**src/rtl/move_sequencer.sv**
```systemverilog
// move_sequencer: number register file for the 24 game. Every player move is
// checked for legality and run through a shared arithmetic unit. Add, sub and
// mul complete in one cycle; divide uses an iterative restoring divider. The
// block also keeps a 3-deep undo history and the dealt set for restart.
//
// state | meaning
// IDLE  | waiting for a move or a control event
// CHECK | legality check of the latched move
// EXEC  | single-cycle add/sub/mul write-back
// DIV   | W restoring-divide iterations, then remainder check and write-back
module move_sequencer #(
  parameter int W      = 10,
  parameter int TARGET = 24
) (
  input  logic           clk,
  input  logic           rst_n,
  input  logic           load,
  input  logic [4*W-1:0] load_nums,
  input  logic           restart,
  input  logic           undo,
  input  logic           mv_valid,
  output logic           mv_ready,
  input  logic [1:0]     mv_sel_a,
  input  logic [1:0]     mv_sel_b,
  input  logic [1:0]     mv_op,
  output logic [W-1:0]   num1,
  output logic [W-1:0]   num2,
  output logic [W-1:0]   num3,
  output logic [W-1:0]   num4,
  output logic [3:0]     valid_mask,
  output logic           busy,
  output logic           err,
  output logic [1:0]     err_code,
  output logic           win,
  output logic           lose
);

  localparam int SW = 4 * W;
  localparam int HW = SW + 4;
  localparam int CW = $clog2(W + 1);
  localparam logic [W-1:0] TGT = W'(TARGET);

  localparam logic [1:0] OP_ADD = 2'd0;
  localparam logic [1:0] OP_SUB = 2'd1;
  localparam logic [1:0] OP_MUL = 2'd2;
  localparam logic [1:0] OP_DIV = 2'd3;

  typedef enum logic [1:0] {S_IDLE, S_CHECK, S_EXEC, S_DIV} state_e;

  state_e            state_q, state_d;
  logic [SW-1:0]     slots_q, slots_d;
  logic [SW-1:0]     saved_q, saved_d;
  logic [3:0]        mask_q, mask_d;
  logic [2:0][HW-1:0] hist_q, hist_d;
  logic [1:0]        hcnt_q, hcnt_d;
  logic [1:0]        sel_a_q, sel_a_d, sel_b_q, sel_b_d, op_q, op_d;
  logic              err_q, err_d;
  logic [1:0]        code_q, code_d;
  logic              win_q, win_d, lose_q, lose_d;
  logic [W-1:0]      rem_q, rem_d, quo_q, quo_d;
  logic [CW-1:0]     dcnt_q, dcnt_d;

  logic [W-1:0]      opa, opb, alu_res, wb_val;
  logic [W:0]        sum;
  logic [2*W-1:0]    prod;
  logic [W:0]        shifted;
  logic [W+1:0]      trial;
  logic [1:0]        lo_sel, hi_sel;
  logic [SW-1:0]     wb_slots;
  logic [3:0]        wb_mask;
  logic              wr_en;

  function automatic logic [W-1:0] slot_get(input logic [SW-1:0] v, input logic [1:0] i);
    logic [W-1:0] r;
    r = v[0 +: W];
    case (i)
      2'd1:    r = v[W +: W];
      2'd2:    r = v[2*W +: W];
      2'd3:    r = v[3*W +: W];
      default: r = v[0 +: W];
    endcase
    return r;
  endfunction

  // Operand fetch, arithmetic unit and one restoring-divide step.
  always_comb begin
    opa     = slot_get(slots_q, sel_a_q);
    opb     = slot_get(slots_q, sel_b_q);
    sum     = {1'b0, opa} + {1'b0, opb};
    prod    = {{W{1'b0}}, opa} * {{W{1'b0}}, opb};
    shifted = {rem_q, quo_q[W-1]};
    trial   = {1'b0, shifted} - {2'b00, opb};
    case (op_q)
      OP_ADD:  alu_res = sum[W-1:0];
      OP_SUB:  alu_res = opa - opb;
      OP_MUL:  alu_res = prod[W-1:0];
      default: alu_res = quo_q;
    endcase
  end

  // Write-back image: result lands in the lower slot, the higher slot retires.
  always_comb begin
    lo_sel   = (sel_a_q < sel_b_q) ? sel_a_q : sel_b_q;
    hi_sel   = (sel_a_q < sel_b_q) ? sel_b_q : sel_a_q;
    wb_val   = (state_q == S_DIV) ? quo_q : alu_res;
    wb_slots = slots_q;
    for (int i = 0; i < 4; i++) begin
      if (i == int'(lo_sel)) wb_slots[i*W +: W] = wb_val;
    end
    wb_mask = mask_q & ~(4'b0001 << hi_sel);
  end

  // Moves are only taken from IDLE with at least two numbers left and no control pulse.
  always_comb begin
    mv_ready = (state_q == S_IDLE) && ($countones(mask_q) >= 2) && !load && !restart && !undo;
  end

  // Next-state logic: control events, move sequencing, history and game result.
  always_comb begin
    state_d = state_q;
    slots_d = slots_q;
    saved_d = saved_q;
    mask_d  = mask_q;
    hist_d  = hist_q;
    hcnt_d  = hcnt_q;
    sel_a_d = sel_a_q;
    sel_b_d = sel_b_q;
    op_d    = op_q;
    err_d   = 1'b0;
    code_d  = code_q;
    win_d   = win_q;
    lose_d  = lose_q;
    rem_d   = rem_q;
    quo_d   = quo_q;
    dcnt_d  = dcnt_q;
    wr_en   = 1'b0;

    if (load) begin
      slots_d = load_nums;
      saved_d = load_nums;
      mask_d  = 4'hF;
      hist_d  = '0;
      hcnt_d  = '0;
      win_d   = 1'b0;
      lose_d  = 1'b0;
      code_d  = 2'd0;
      state_d = S_IDLE;
    end else if (restart) begin
      slots_d = saved_q;
      mask_d  = 4'hF;
      hist_d  = '0;
      hcnt_d  = '0;
      win_d   = 1'b0;
      lose_d  = 1'b0;
      state_d = S_IDLE;
    end else begin
      case (state_q)
        S_IDLE: begin
          if (undo) begin
            if (hcnt_q != 2'd0) begin
              {slots_d, mask_d} = hist_q[hcnt_q - 2'd1];
              hcnt_d = hcnt_q - 2'd1;
              win_d  = 1'b0;
              lose_d = 1'b0;
            end
          end else if (mv_valid && mv_ready) begin
            sel_a_d = mv_sel_a;
            sel_b_d = mv_sel_b;
            op_d    = mv_op;
            state_d = S_CHECK;
          end
        end
        S_CHECK: begin
          state_d = S_IDLE;
          if ((sel_a_q == sel_b_q) || !mask_q[sel_a_q] || !mask_q[sel_b_q]) begin
            err_d  = 1'b1;
            code_d = 2'd0;
          end else if (op_q == OP_DIV && opb == '0) begin
            err_d  = 1'b1;
            code_d = 2'd1;
          end else if (op_q == OP_SUB && opa < opb) begin
            err_d  = 1'b1;
            code_d = 2'd2;
          end else if ((op_q == OP_MUL && prod[2*W-1:W] != '0) || (op_q == OP_ADD && sum[W])) begin
            err_d  = 1'b1;
            code_d = 2'd3;
          end else if (op_q == OP_DIV) begin
            rem_d   = '0;
            quo_d   = opa;
            dcnt_d  = CW'(W);
            state_d = S_DIV;
          end else begin
            state_d = S_EXEC;
          end
        end
        S_EXEC: begin
          wr_en   = 1'b1;
          state_d = S_IDLE;
        end
        S_DIV: begin
          if (dcnt_q != '0) begin
            if (!trial[W+1]) begin
              rem_d = trial[W-1:0];
              quo_d = {quo_q[W-2:0], 1'b1};
            end else begin
              rem_d = shifted[W-1:0];
              quo_d = {quo_q[W-2:0], 1'b0};
            end
            dcnt_d = dcnt_q - CW'(1);
          end else begin
            state_d = S_IDLE;
            if (rem_q != '0) begin
              err_d  = 1'b1;
              code_d = 2'd1;
            end else begin
              wr_en = 1'b1;
            end
          end
        end
        default: state_d = S_IDLE;
      endcase

      if (wr_en) begin
        slots_d = wb_slots;
        mask_d  = wb_mask;
        if (hcnt_q == 2'd3) begin
          hist_d[0] = hist_q[1];
          hist_d[1] = hist_q[2];
          hist_d[2] = {slots_q, mask_q};
        end else begin
          hist_d[hcnt_q] = {slots_q, mask_q};
          hcnt_d = hcnt_q + 2'd1;
        end
        if ($countones(wb_mask) == 1) begin
          win_d  = (wb_slots[W-1:0] == TGT);
          lose_d = (wb_slots[W-1:0] != TGT);
        end
      end
    end
  end

  // State register and datapath registers.
  always_ff @(posedge clk or negedge rst_n) begin
    if (!rst_n) begin
      state_q <= S_IDLE;
      slots_q <= '0;
      saved_q <= '0;
      mask_q  <= '0;
      hist_q  <= '0;
      hcnt_q  <= '0;
      sel_a_q <= '0;
      sel_b_q <= '0;
      op_q    <= '0;
      err_q   <= 1'b0;
      code_q  <= '0;
      win_q   <= 1'b0;
      lose_q  <= 1'b0;
      rem_q   <= '0;
      quo_q   <= '0;
      dcnt_q  <= '0;
    end else begin
      state_q <= state_d;
      slots_q <= slots_d;
      saved_q <= saved_d;
      mask_q  <= mask_d;
      hist_q  <= hist_d;
      hcnt_q  <= hcnt_d;
      sel_a_q <= sel_a_d;
      sel_b_q <= sel_b_d;
      op_q    <= op_d;
      err_q   <= err_d;
      code_q  <= code_d;
      win_q   <= win_d;
      lose_q  <= lose_d;
      rem_q   <= rem_d;
      quo_q   <= quo_d;
      dcnt_q  <= dcnt_d;
    end
  end

  assign num1       = slots_q[0 +: W];
  assign num2       = slots_q[W +: W];
  assign num3       = slots_q[2*W +: W];
  assign num4       = slots_q[3*W +: W];
  assign valid_mask = mask_q;
  assign busy       = (state_q != S_IDLE);
  assign err        = err_q;
  assign err_code   = code_q;
  assign win        = win_q;
  assign lose       = lose_q;

endmodule

```
**config.mk**
```make
export PLATFORM = sky130hd
export DESIGN_NAME = move_sequencer
export DESIGN_NICKNAME = d
export VERILOG_FILES = /design/src/rtl/move_sequencer.sv
export SDC_FILE = /design/constraint.sdc
export NUM_CORES = 1
export LEC_CHECK = 0
export CORE_MARGIN = 3
export CORE_UTILIZATION = 40
export CTS_CLUSTER_DIAMETER = 50
export DETAILED_ROUTE_END_ITERATION = 7
export GPL_ROUTABILITY_DRIVEN = 0
export SYNTH_ARGS = -nofsm -noshare
export SYNTH_HDL_FRONTEND = slang
export SYNTH_SLANG_ARGS = --single-unit
```
**constraint.sdc**
```tcl
create_clock -name clk -period 7.6 [get_ports clk]
set_input_delay 1.9 -clock clk [delete_from_list [all_inputs] [get_ports clk]]
set_output_delay 1.9 -clock clk [all_outputs]
set_load 0.01 [all_outputs]
```
==> results.tsv <==
metric	value	unit
status	complete, no violations	
rows	78	
power_frac_comb	0.593	
yosysWarnings	0	
seqPwrFrac	0.189	
cts-resized-gates	0	
hpwl	43300	µm
seq_area_frac_synth	0.342	
layout_commonest_cell	nand2_1	
cts_tree	built	
ios	103	
drtIter0Drc	1441	
coreArea	45800	µm²
relSlewSlack	0.281	
place_area	20200	µm²
design_area	21400	µm²
antennaDiodeCount	0	
drc	0	
async_flop_share	1.00	
io_buffers	102	
finalCritPeriodShare	0.939	
internal_power	0.00444	W
first_global_vias	15900	
finalHoldViolCount	0	
power.leakage	9.19	nW
overflow	0	
syn_avg_cell_area	8.60	µm²
ant_nets	0	
vias	16400	
worst_pin_slew	1.08	ns
syn_inst	2169	
critPathMaxFanout	12	
synth_cell_types	84	
min_period	7.14	ns
p_sw	0.00370	W
skew	0.0139	ns
area_growth	14.9	%
max_freq	0.140	GHz
nFillCells	4292	
die_y	222	µm
fin_util	0.469	
reg2regPathDepth	21	
grt_max_degree	107	
wirelength	62200	µm
crit_buf_inv	4	
path_depth	21	
first_pass_iters	6	
fin_setup_tns	0	ns
crit_slowest_cell	mux4_2	
htree_levels	2	
r2r_end	err_code[1]$_DFFE_PN0P_	
ctsHoldBuffers	0	
grt_first_pass_wirelength	97000	µm
detail_route.wl_per_cell	22.1	µm
regArea	6380	µm²
cts_root_buf	clkbuf_16	
clkLatencyLatePin	0.54	ns
syn_area	18700	µm²
syn-num-nets	2387	
grt_usage	0.250	
cts_buffers	35	
antenna_found_initial	1	
finalSetupViolations	0	
r2r_start	sel_a_q[0]$_DFFE_PN0P_	
start_util	0.408	
die_area	49300	µm²
die_width	222	µm
mostFrequentLayoutCells	440 x nand2_1, 255 x dfrtp_1, 184 x nor2_1	
cts_setup_buffers	0	
multi_input_area	11300	µm²
swShare	0.454	
synth_edf_count	0	
setup_ws	0.463	ns
grt_setup_unrepaired	false	
clkTransAtPathRegs	0.06	ns
slew_violations	0	
total_power	0.00814	W
viasPerCell	5.82	
vdd_drop_max	443	µV
required	8.06	ns
drv_cap	0	
critical_path.max_stage_delay	0.68	ns
critPathMostFrequentCell	fa_1	
yosys_register_bits	255	
critPathCaptureType	flop	
pwr-share-clk	0.219	
min_path_cells	2	
nNetsFinal	2414	
ys.flop_type	dfrtp_1	
worstPathArrival	7.60	ns
criticalPathCategory	reg2reg	
cp-start-kind	flop	
hold_path.class	reg2reg	
critPathLaunch	sel_a_q[0]$_DFFE_PN0P_	
crit_chain	buf_4 -> mux4_2 -> nand2_1 -> fa_1 -> inv_1 -> fa_1 -> fa_1 -> fa_1 -> inv_1 -> fa_1 -> inv_1 -> ha_1 -> o211ai_2 -> and3b_4 -> a211o_1 -> a31o_1 -> or4_4 -> nor4_2 -> o21ai_1 -> nand4b_2 -> mux2i_1	
post-place-ws	0.413	ns
crit_family	adder cells	
drive_gt1_frac	0.0941	
cts.sinks	255	
cts_max_path_buffers	3	
cp-endpoint	err_code[1]$_DFFE_PN0P_	
ff2ff_setup_slack	0.46	ns
p_per_area	379	nW/µm²
## kinds of logic (layout without fill, tap and decap cells)
logic type	count (synthesis)	count (layout)	synth area share
buffers and inverters	265	317	0.0551
DFF	255	255	0.342
and+or+nand+nor	778	778	0.178
muxes	126	126	0.0864
AOI/OAI and AO/OA	556	556	0.190
adders and majority gates	166	166	0.138
xor gates and xnor gates	23	23	0.0108
## cell usage after synthesis, types with 5 or more instances
master	number	area share
fa_1	67	0.072
buf_1	6	0.0012
nor2_1	189	0.038
o21ai_1	37	0.0099
ha_1	99	0.066
or2_2	5	0.0017
o211ai_1	22	0.0089
nand2_1	440	0.089
a31oi_1	10	0.0034
a221oi_1	35	0.016
dfrtp_1	255	0.34
mux2i_1	52	0.028
nor3_1	22	0.0059
o21a_1	9	0.0036
a211oi_1	16	0.0064
and2_1	34	0.011
mux4_2	23	0.028
nor2b_1	15	0.0050
xor2_1	5	0.0023
and3_1	5	0.0017
inv_1	108	0.022
a21oi_1	148	0.040
a21o_1	7	0.0028
buf_2	18	0.0048
nand3_1	17	0.0046
nand2b_1	11	0.0037
nor4_1	6	0.0020
o31ai_1	90	0.036
xnor2_1	18	0.0084
nand4_1	5	0.0017
clkbuf_1	129	0.026
mux2_2	48	0.029
o21ai_0	117	0.031
a22o_1	11	0.0052
## routing by layer
metal  GRT usage  wire (µm)
met1       0.341      26400
met3      0.0379       4340
met4      0.0910       2430
met5           0          0
met2       0.404      29100
## worst register-to-register path: cells and delay by family (launching register included)
kind | cells | cell delay [ns]
AND/OR/NAND/NOR | 5 | 1.48
flip-flops | 1 | 0.64
adder cells (fa/ha/maj) | 6 | 2.72
AO/OA/AOI/OAI | 4 | 0.91
buffers and inverters | 4 | 0.44
multiplexers | 2 | 0.87
## worst min-delay path by stage
stage	to	slack [ns]	from
floorplan	hist_q[2]$_DFFE_PN0P_	0.44	hist_q[2]$_DFFE_PN0P_
global placement	hist_q[8]$_DFFE_PN0P_	0.46	hist_q[8]$_DFFE_PN0P_
detailed placement	hist_q[2]$_DFFE_PN0P_	0.46	hist_q[2]$_DFFE_PN0P_
CTS	hist_q[2]$_DFFE_PN0P_	0.47	hist_q[2]$_DFFE_PN0P_
global route	hist_q[43]$_DFFE_PN0P_	0.50	hist_q[43]$_DFFE_PN0P_
finish	hist_q[2]$_DFFE_PN0P_	0.47	hist_q[2]$_DFFE_PN0P_
## power groups by stage
stage / combinational [W] / sequential (W) / clock [W]
floorplan: 0.00348 / 0.00152 / 0
global placement: 0.00468 / 0.00155 / 0
detailed placement: 0.00474 / 0.00156 / 0
CTS: 0.00479 / 0.00153 / 0.00181
global route: 0.00543 / 0.00154 / 0.00186
finish: 0.00482 / 0.00153 / 0.00178
## metrics by stage
step | hold WS, ns | cells
2_1_floorplan | 0.443 | 2169
3_3_place_gp | 0.455 | 2759
3_5_place_dp | 0.460 | 2759
4_1_cts | 0.472 | 2821
5_1_grt | 0.495 | 2821
6_report | 0.469 | 2821
## final cells by class
cell class | instances | share of cell area
Multi-Input combinational cell | 1649 | 0.527
Tap cell | 600 | 0.0350
Clock inverter | 13 | 0.0105
Inverter | 110 | 0.0192
Clock buffer | 49 | 0.0479
Timing Repair Buffer | 145 | 0.0626
Sequential cell | 255 | 0.297
## sequential cells by signal, indices dropped and copies added, names as in the netlist, 2 cells and up
register / cells
hist_q: 132
state_q: 2
op_q: 2
dcnt_q: 4
err_code: 2
sel_b_q: 2
hcnt_q: 2
sel_a_q: 2
valid_mask: 4
saved_q: 40
quo_q: 10
slots_q: 40
rem_q: 10
Note: power is estimated with default switching activity, not from simulation.
